$ cat src/rtl/act_lane_arbiter.sv
// act_lane_arbiter
//   Round-robin arbiter that shares one bit-converter values FIFO write port
//   among NUM_LANES activation lanes. The granted lane may hold the grant for
//   up to BURST_MAX consecutive values before the pointer moves on.
//
// Ports
//   CLK                    clock, rising edge
//   RSTN                   synchronous active-low reset
//   LaneValid[N]           lane i has a value pending
//   LaneData[8N]           lane i value in bits [8i+7:8i]
//   LaneAck[N]             combinational; lane i's value is consumed this edge
//   ValuesFIFOWriteReady   converter FIFO can accept a write
//   ValuesFIFOWriteEnable  registered one-cycle write strobe
//   ValuesFIFOWriteDataIn  registered value being written
//   LaneTagOut             registered lane index of the written value
//   Busy                   registered; high while a burst is in progress
//   DropCount              registered saturating count of skipped zero values
//
// Build option
//   ARB_ZERO_SKIP_EN  when defined, granted 8'h00 values are acked without being
//                     written (even under backpressure) and counted in
//                     DropCount. When undefined, zeros are forwarded normally
//                     and DropCount stays 0.
//
// States
//   s_idle  | no lane holds the grant; search from ptr for the next valid lane
//   s_burst | lane ptr holds the grant until BURST_MAX values or valid drops

module act_lane_arbiter #(
  parameter int NUM_LANES = 4,
  parameter int LANE_W    = 2,
  parameter int BURST_MAX = 4
) (
  input  logic                   CLK,
  input  logic                   RSTN,
  input  logic [NUM_LANES-1:0]   LaneValid,
  input  logic [8*NUM_LANES-1:0] LaneData,
  output logic [NUM_LANES-1:0]   LaneAck,
  input  logic                   ValuesFIFOWriteReady,
  output logic                   ValuesFIFOWriteEnable,
  output logic [7:0]             ValuesFIFOWriteDataIn,
  output logic [LANE_W-1:0]      LaneTagOut,
  output logic                   Busy,
  output logic [15:0]            DropCount
);

  typedef enum logic {s_idle, s_burst} stateT;

  localparam logic [7:0]        BURST_LIM = 8'(BURST_MAX);
  localparam logic [LANE_W-1:0] LAST_LANE = LANE_W'(NUM_LANES - 1);
  localparam logic [LANE_W:0]   LANES_W   = (LANE_W + 1)'(NUM_LANES);

  stateT             state, stateNext;
  logic [LANE_W-1:0] ptr, ptrNext, ptrInc;
  logic [LANE_W-1:0] grant, grantInc, searchIdx;
  logic [LANE_W:0]   idxWide;
  logic [7:0]        cnt, cntNext, cntInc, grantData;
  logic              searchHit, grantValid, doWrite, doSkip, doAck;

  // Rotating-priority search starting at ptr; indices wrap modulo NUM_LANES,
  // which also works when NUM_LANES is not a power of two.
  always_comb begin
    searchHit = 1'b0;
    searchIdx = '0;
    idxWide   = '0;
    for (int k = 0; k < NUM_LANES; k++) begin
      idxWide = {1'b0, ptr} + (LANE_W + 1)'(k);
      if (idxWide >= LANES_W) idxWide = idxWide - LANES_W;
      if (!searchHit && LaneValid[idxWide[LANE_W-1:0]]) begin
        searchHit = 1'b1;
        searchIdx = idxWide[LANE_W-1:0];
      end
    end
  end

  always_comb begin
    grant      = (state == s_burst) ? ptr : searchIdx;
    grantValid = LaneValid[grant];
    grantData  = '0;
    for (int i = 0; i < NUM_LANES; i++) begin
      if (grant == LANE_W'(i)) grantData = LaneData[8*i +: 8];
    end
  end

  assign ptrInc   = (ptr == LAST_LANE) ? '0 : ptr + 1'b1;
  assign grantInc = (grant == LAST_LANE) ? '0 : grant + 1'b1;

`ifdef ARB_ZERO_SKIP_EN
  // A zero value produces no bit places, so it is consumed without a write
  // and without waiting for the FIFO.
  assign doSkip = RSTN && grantValid && (grantData == 8'h00);
`else
  assign doSkip = 1'b0;
`endif

  // Gating with RSTN keeps lanes from losing a value during a reset cycle.
  assign doWrite = RSTN && grantValid && ValuesFIFOWriteReady && !doSkip;
  assign doAck   = doWrite || doSkip;

  always_comb begin
    for (int i = 0; i < NUM_LANES; i++) begin
      LaneAck[i] = doAck && (grant == LANE_W'(i));
    end
  end

  always_comb begin
    stateNext = state;
    ptrNext   = ptr;
    cntNext   = cnt;
    cntInc    = cnt + 8'd1;
    unique case (state)
      s_idle: begin
        if (doWrite) begin
          cntNext = 8'd1;
          if (BURST_MAX == 1) begin
            ptrNext = grantInc;
          end else begin
            ptrNext   = grant;
            stateNext = s_burst;
          end
        end else if (doSkip) begin
          // Skipped zero holds the grant but does not use up burst budget.
          cntNext   = '0;
          ptrNext   = grant;
          stateNext = s_burst;
        end
      end
      s_burst: begin
        if (!grantValid) begin
          ptrNext   = ptrInc;
          cntNext   = '0;
          stateNext = s_idle;
        end else if (doWrite) begin
          if (cntInc == BURST_LIM) begin
            ptrNext   = ptrInc;
            cntNext   = '0;
            stateNext = s_idle;
          end else begin
            cntNext = cntInc;
          end
        end
      end
      default: stateNext = s_idle;
    endcase
  end

  always_ff @(posedge CLK) begin
    if (!RSTN) begin
      state                 <= s_idle;
      ptr                   <= '0;
      cnt                   <= '0;
      ValuesFIFOWriteEnable <= 1'b0;
      ValuesFIFOWriteDataIn <= '0;
      LaneTagOut            <= '0;
      Busy                  <= 1'b0;
    end else begin
      state                 <= stateNext;
      ptr                   <= ptrNext;
      cnt                   <= cntNext;
      ValuesFIFOWriteEnable <= doWrite;
      if (doWrite) begin
        ValuesFIFOWriteDataIn <= grantData;
        LaneTagOut            <= grant;
      end
      Busy <= (stateNext == s_burst);
    end
  end

`ifdef ARB_ZERO_SKIP_EN
  always_ff @(posedge CLK) begin
    if (!RSTN) begin
      DropCount <= '0;
    end else if (doSkip && (DropCount != 16'hFFFF)) begin
      DropCount <= DropCount + 16'd1;
    end
  end
`else
  assign DropCount = '0;
`endif

endmodule

$ cat config.mk
export PLATFORM = sky130hd
export DESIGN_NAME = act_lane_arbiter
export DESIGN_NICKNAME = d
export VERILOG_FILES = /design/src/rtl/act_lane_arbiter.sv
export SDC_FILE = /design/constraint.sdc
export NUM_CORES = 1
export LEC_CHECK = 0
export BUFFER_PORTS_ARGS = -buffer_cell sky130_fd_sc_hd__buf_2
export CAP_MARGIN = 20
export CORE_UTILIZATION = 50
export DETAILED_ROUTE_END_ITERATION = 8
export HOLD_SLACK_MARGIN = 0.02
export PLACE_DENSITY = 0.89
export SLEW_MARGIN = 20
export SYNTH_ARGS = -nofsm -noshare
export SYNTH_HDL_FRONTEND = slang
export SYNTH_SLANG_ARGS = --single-unit
$ cat constraint.sdc
create_clock -name CLK -period 3.3 [get_ports CLK]
set_clock_uncertainty 0.05 [all_clocks]
set_input_delay 0.165 -clock CLK [delete_from_list [all_inputs] [get_ports CLK]]
set_output_delay 0.165 -clock CLK [all_outputs]
set_load 0.05 [all_outputs]
# [Word level (Yosys, flattened, before mapping)]
# Cells that the tools add are included.
[word_totals] out_inout_bits=32 ff_bits=22 wordCells=90
[classes] n_bitwise=1 reduce_logical=15 mux=42 magnitude_cmp=9 addsub=9 eq_ne=8
[ops] op="$mux W8" count=8
[ops] op="$mux W2" count=14
[ops] op="$pmux W8 S2" count=1
[ops] op="$lt A2 B3 Y1 const B" count=5
[ops] op="$mux W1" count=12
[ops] op="$bmux W1 S2" count=5
[ops] op="$ge A3 B3 Y1 const B" count=3
[ops] op="$logic_and A1 B1 Y1" count=9
[ops] op="$add A8 B1 Y8 const B" count=1
[ops] op="$eq A8 B3 Y1 const B" count=1
[ops] op="$sub A2 B1 Y2 const B" count=4
[ops] op="$add A2 B2 Y3 const B" count=2
[ops] op="$eq A2 B2 Y1 const B" count=3
[ops] op="$ne A3 B2 Y1 const B" count=2
[ops] op="$pmux W2 S2" count=1
[ops] op="$add A2 B1 Y3 const B" count=1
[ops] op="$ge A2 B3 Y1 const B" count=1
[ops] op="$logic_not A1 Y1" count=3
[ops] op="$reduce_and A3 Y1" count=1
[ops] op="$add A2 B1 Y2 const B" count=1
[ops] op="$eq A2 B1 Y1 const B" count=1
[ops] op="$logic_not A2 Y1" count=1
[ops] op="$ne A2 B2 Y1 const B" count=1
[ops] op="$pmux W1 S2" count=1
[ops] op="other kinds (2)" count=2

# [Longest topological paths before layout]
[logic_depth] depth_word=22 mapped_depth=11 ltp_nobuf=8

# [Worst setup path before layout]
# Ideal clock, no wire load.
[synth_path] path_type="register to output" from="reg ptr[0]" to="out LaneAck[2]" slack_ps=-593 t_required_ps=3085 t_arrival_ps=3678 path_buffers=3 stages_incl_launch_ff=10 cell_sequence="dfxtp_1 -> ha_1 -> clkbuf_1 -> mux4_2 -> o21bai_1 -> o2111a_2 -> or2_1 -> clkbuf_1 -> buf_2 -> nor4_1"
[synth_via] elab_chain_len=20 elab_cells_between_ends=43 cone_classes="add/sub: 7; order compare: 4; eq/ne: 1; mux: 22; reduce/logical: 9"
[synth_lines] element="from (decl)" line_no="54" rtl="logic [LANE_W-1:0] ptr, ptrNext, ptrInc;"
[synth_lines] element="from (signal assigned)" line_no="158" rtl="ptr <= ptrNext;"
[synth_lines] element="branches (longest 14 deep; another with $add A2 B1 Y3)"
[synth_lines] element="$mux W2 *" line_no="77" rtl="grant = (state == s_burst) ? ptr : searchIdx;"
[synth_lines] element="$bmux W1 S2" line_no="78" rtl="grantValid = LaneValid[grant];"
[synth_lines] element="$mux W1 (implied by the code)" line_no="78"
[synth_lines] element="$logic_and A1 B1 Y1 (2 in a row)" line_no="97" rtl="assign doWrite = RSTN && grantValid && ValuesFIFOWriteReady && !doSkip;"
[synth_lines] element="$logic_and A1 B1 Y1 *" line_no="102" rtl="LaneAck[i] = doAck && (grant == LANE_W'(i));"
[synth_lines] element="to (decl)" line_no="38" rtl="output logic [NUM_LANES-1:0] LaneAck,"
# Mark *: on every way between the ends. The select of a mux whose other input is x is not followed.

# [Worst setup path in the final report]
[layout_path] from="reg ptr[0]" to="out LaneAck[1]"
# The elaborated chain is that of the path after synthesis.

==> out/metrics.csv <==
stage,metric,value,unit
grt,grt_pass1_wl,7.74,mm
grt,first_global_vias,1750,
place,hpwl,3.44,mm
timing,hold_viol_final,0,
final_layout,layout.cells.most_common,buf_2,
final_layout,antenna_cells,0,
detailed_routing,vias,1986,
timing,worst-slew-pin-transition,0.567,ns
clocking,cts_buffer_depth,2,
floorplan,rows,22,
final_layout,most-common-layout-cells,"buf_2 (54), nand2_1 (39), dfxtp_1 (22)",
run,maxCapViolations,0,
detailed_routing,drt_first_pass_iters,4,
power_and_ir_drop,p_sw_frac,0.488,
logic_synthesis,synth_seq_cells,22,
clocking,ctsResizeCount,0,
power_and_ir_drop,clkPwrFrac,0.152,
timing,rsz0062_at_grt,false,
clocking,clk_latency,0.27,ns
logic_synthesis,synth_top_area_frac,0.220,
timing,fin_tns_setup,0,ns
logic_synthesis,yosys-top-cells-area,"dfxtp_1 (22%), mux2i_1 (7.5%), nand2_1 (7.3%), buf_4 (6.0%), a21oi_1 (4.5%)",
logic_synthesis,synth-edff-count,0,
grt,grt_util_all_layers,0.230,
timing,finalWorstSetupSlack,0.228,ns
power_and_ir_drop,ir_worst_vdd,569,µV
logic_synthesis,ys_async_sr_fraction,0,
detailed_routing,detail-route-antenna-nets,0,
logic_synthesis,synth_cells,264,
worst_setup_path,cpPeakStageDelay,0.44,ns
floorplan,die_w,65.3,µm
logic_synthesis,synth_cell_types,59,
logic_synthesis,synth_top_family_by_area,simple AND/OR/NAND/NOR gates,
power_and_ir_drop,leakage,0.00108,µW
power_and_ir_drop,p_int,880,µW
timing,post-route-period-util,0.931,
logic_synthesis,synth_compound_area_frac,0.232,
timing,period_needed,3.07,ns
place,port_buffers,54,
logic_synthesis,synth_area,2000,µm²
detailed_routing,wl,4.71,mm
final_layout,fillers,322,
final_layout,drive_above_1_share,0.281,
clocking,holdBufCountCts,0,
worst_setup_path,start_kind,register,
floorplan,io_pins,71,
final_layout,post-route-util,0.616,
worst_setup_path,criticalPathCategory,register to output port,
logic_synthesis,synth.largest_area_cell,dfxtp_1,
worst_setup_path,worstPathArrival,2.86,ns
worst_setup_path,required,3.08,ns
floorplan,die_area,4260,µm²
power_and_ir_drop,sequentialPowerShare,0.207,
floorplan,initial_utilization,0.535,
final_layout,final_net_count,352,
power_and_ir_drop,p_per_area,746,nW/µm²
logic_synthesis,ys_warn_count,0,
worst_setup_path,endpoint_kind,output port,
timing,fmax,325,MHz
detailed_routing,wire_per_inst,13.2,µm
timing,worst_hold_slack,0.150,ns
clocking,ctsHtreeMaxLevel,1,
clocking,cts_buffers,3,
final_layout,syn2layout_area_growth,15.1,%
power_and_ir_drop,p_total,1720,µW
outcome,status,"finished, final reports clean",
power_and_ir_drop,power_frac_comb,0.641,
detailed_routing,initialDrtViolationCount,89,
grt,antenna_found_initial,0,
timing,maxSlewHeadroom,0.618,
logic_synthesis,yosys.area_share.simple,0.298,
detailed_routing,drt-vias-per-instance,5.55,
logic_synthesis,yosysSeqAreaShare,0.220,
place,place_ws,0.514,ns
logic_synthesis,syn_avg_cell_area,7.59,µm²
clocking,clk_pin_slew,0.08,ns
worst_setup_path,worstPathMaxFanout,8,
logic_synthesis,muxShareOfSynthArea,0.103,
clocking,cts_setup_buffers,0,
clocking,cts_tree,yes,
logic_synthesis,synth-adder-area-share,0.0125,
final_layout,register_area,440,µm²
clocking,cts-root-buf,clkbuf_8,
timing,setup_violations,0,
worst_setup_path,critical_path.cell_chain,"ha_1, mux4_2, o21bai_1, o2111a_2, o211a_1, nor3_2, nand2_1, nor2_1, buf_2",
logic_synthesis,synth_ff_type,dfxtp_1,
grt,grt_start_max_net_pins,21,
grt,grt-ovfl-total,0,
worst_setup_path,slowest_stage,ha_1,
hold_path,hold_class,input port to register,
place,gp_congestion,0.833,
timing,slew_violations,0,
logic_synthesis,synthXorXnorAreaFrac,0,
floorplan,design.core.area,3740,µm²
power_and_ir_drop,netSwitchingPower,839,µW
detailed_routing,drc,0,
floorplan,die_h,65.3,µm
final_layout,multiInputGateArea,1380,µm²
clocking,cts_sinks,22,
worst paths after layout:
path | start | to | slack, ns | depth (start not counted)
setup / recovery | ptr[0] | LaneAck[1] | 0.23 | 9
hold / removal | LaneData[28] | ValuesFIFOWriteDataIn[4] | 0.15 | 3
setup reg to reg | ptr[0] | ptr[0] | 0.50 | 8
hold reg to reg | LaneTagOut[1] | LaneTagOut[1] | 0.45 | 1
synthesized netlist by cell type (2+ instances only):
cell type and number:
nor2_2 2, o21ai_0 12, buf_2 3, o211a_1 3, or3_1 2, nand2_1 39
o211ai_1 2, ha_1 2, buf_4 16, nor3b_1 2, nand3_1 4, dfxtp_1 22
or2_2 3, clkbuf_1 9, a31o_1 8, nor2b_1 8, nand3b_1 9, a211oi_2 2
o21ai_1 2, mux2i_1 15, buf_6 6, a211o_1 2, and3_1 2, a21boi_0 2
mux4_2 2, nor2_1 19, a21oi_1 18, nor3_1 11, inv_1 7
worst max-delay path: cells and delay by family (launching register included):
family	cells	cell delay, ns
AOI/OAI and AO/OA	3	0.67
buffers and inverters	1	0.27
adders and majority gates	1	0.44
and+or+nand+nor	3	0.49
DFF	1	0.32
muxes	1	0.40
registers in the layout, indices dropped and copies added, names as in the netlist:
signal and count:
ValuesFIFOWriteDataIn 8, ValuesFIFOWriteEnable 1, ptr 2, state 1
LaneTagOut 2, cnt 8
through the flow:
stage | instances | cell area, µm²
after floorplan | 279 | 2070
after global placement | 354 | 2230
after detailed placement | 354 | 2230
after CTS | 358 | 2300
after global routing | 358 | 2300
final | 358 | 2300
final cells by class:
cell class,count,area share
Tap cell,48,0.0261
Clock buffer,3,0.0179
Clock inverter,1,0.0130
Timing Repair Buffer,61,0.140
Sequential cell,22,0.191
Multi-Input combinational cell,215,0.599
Inverter,8,0.0130
power by group through the flow:
stage | combinational (µW) | clock (µW) | sequential [µW]
global route | 1190 | 273 | 362
global placement | 1070 | 0 | 360
floorplan | 792 | 0 | 500
CTS | 1100 | 259 | 355
detailed placement | 1090 | 0 | 361
finish | 1100 | 261 | 356
routing by layer:
layer	part of all wire	track usage	vias up	wire length (µm)
li1	-	-	994	-
met1	0.44	0.291	897	2070
met2	0.48	0.387	86	2240
met3	0.067	0.0382	9	315
met4	0.018	0.0924	0	84
met5	0	0	-	0
kinds of logic (layout without fill, tap and decap cells):
family,Yosys count,in the layout
compound gates,65,65
fa+ha+maj,2,2
buf+inv,42,73
flops,22,22
mux,18,18
other cells,1,16
simple gates,114,114
(Power assumes the default switching activity.)
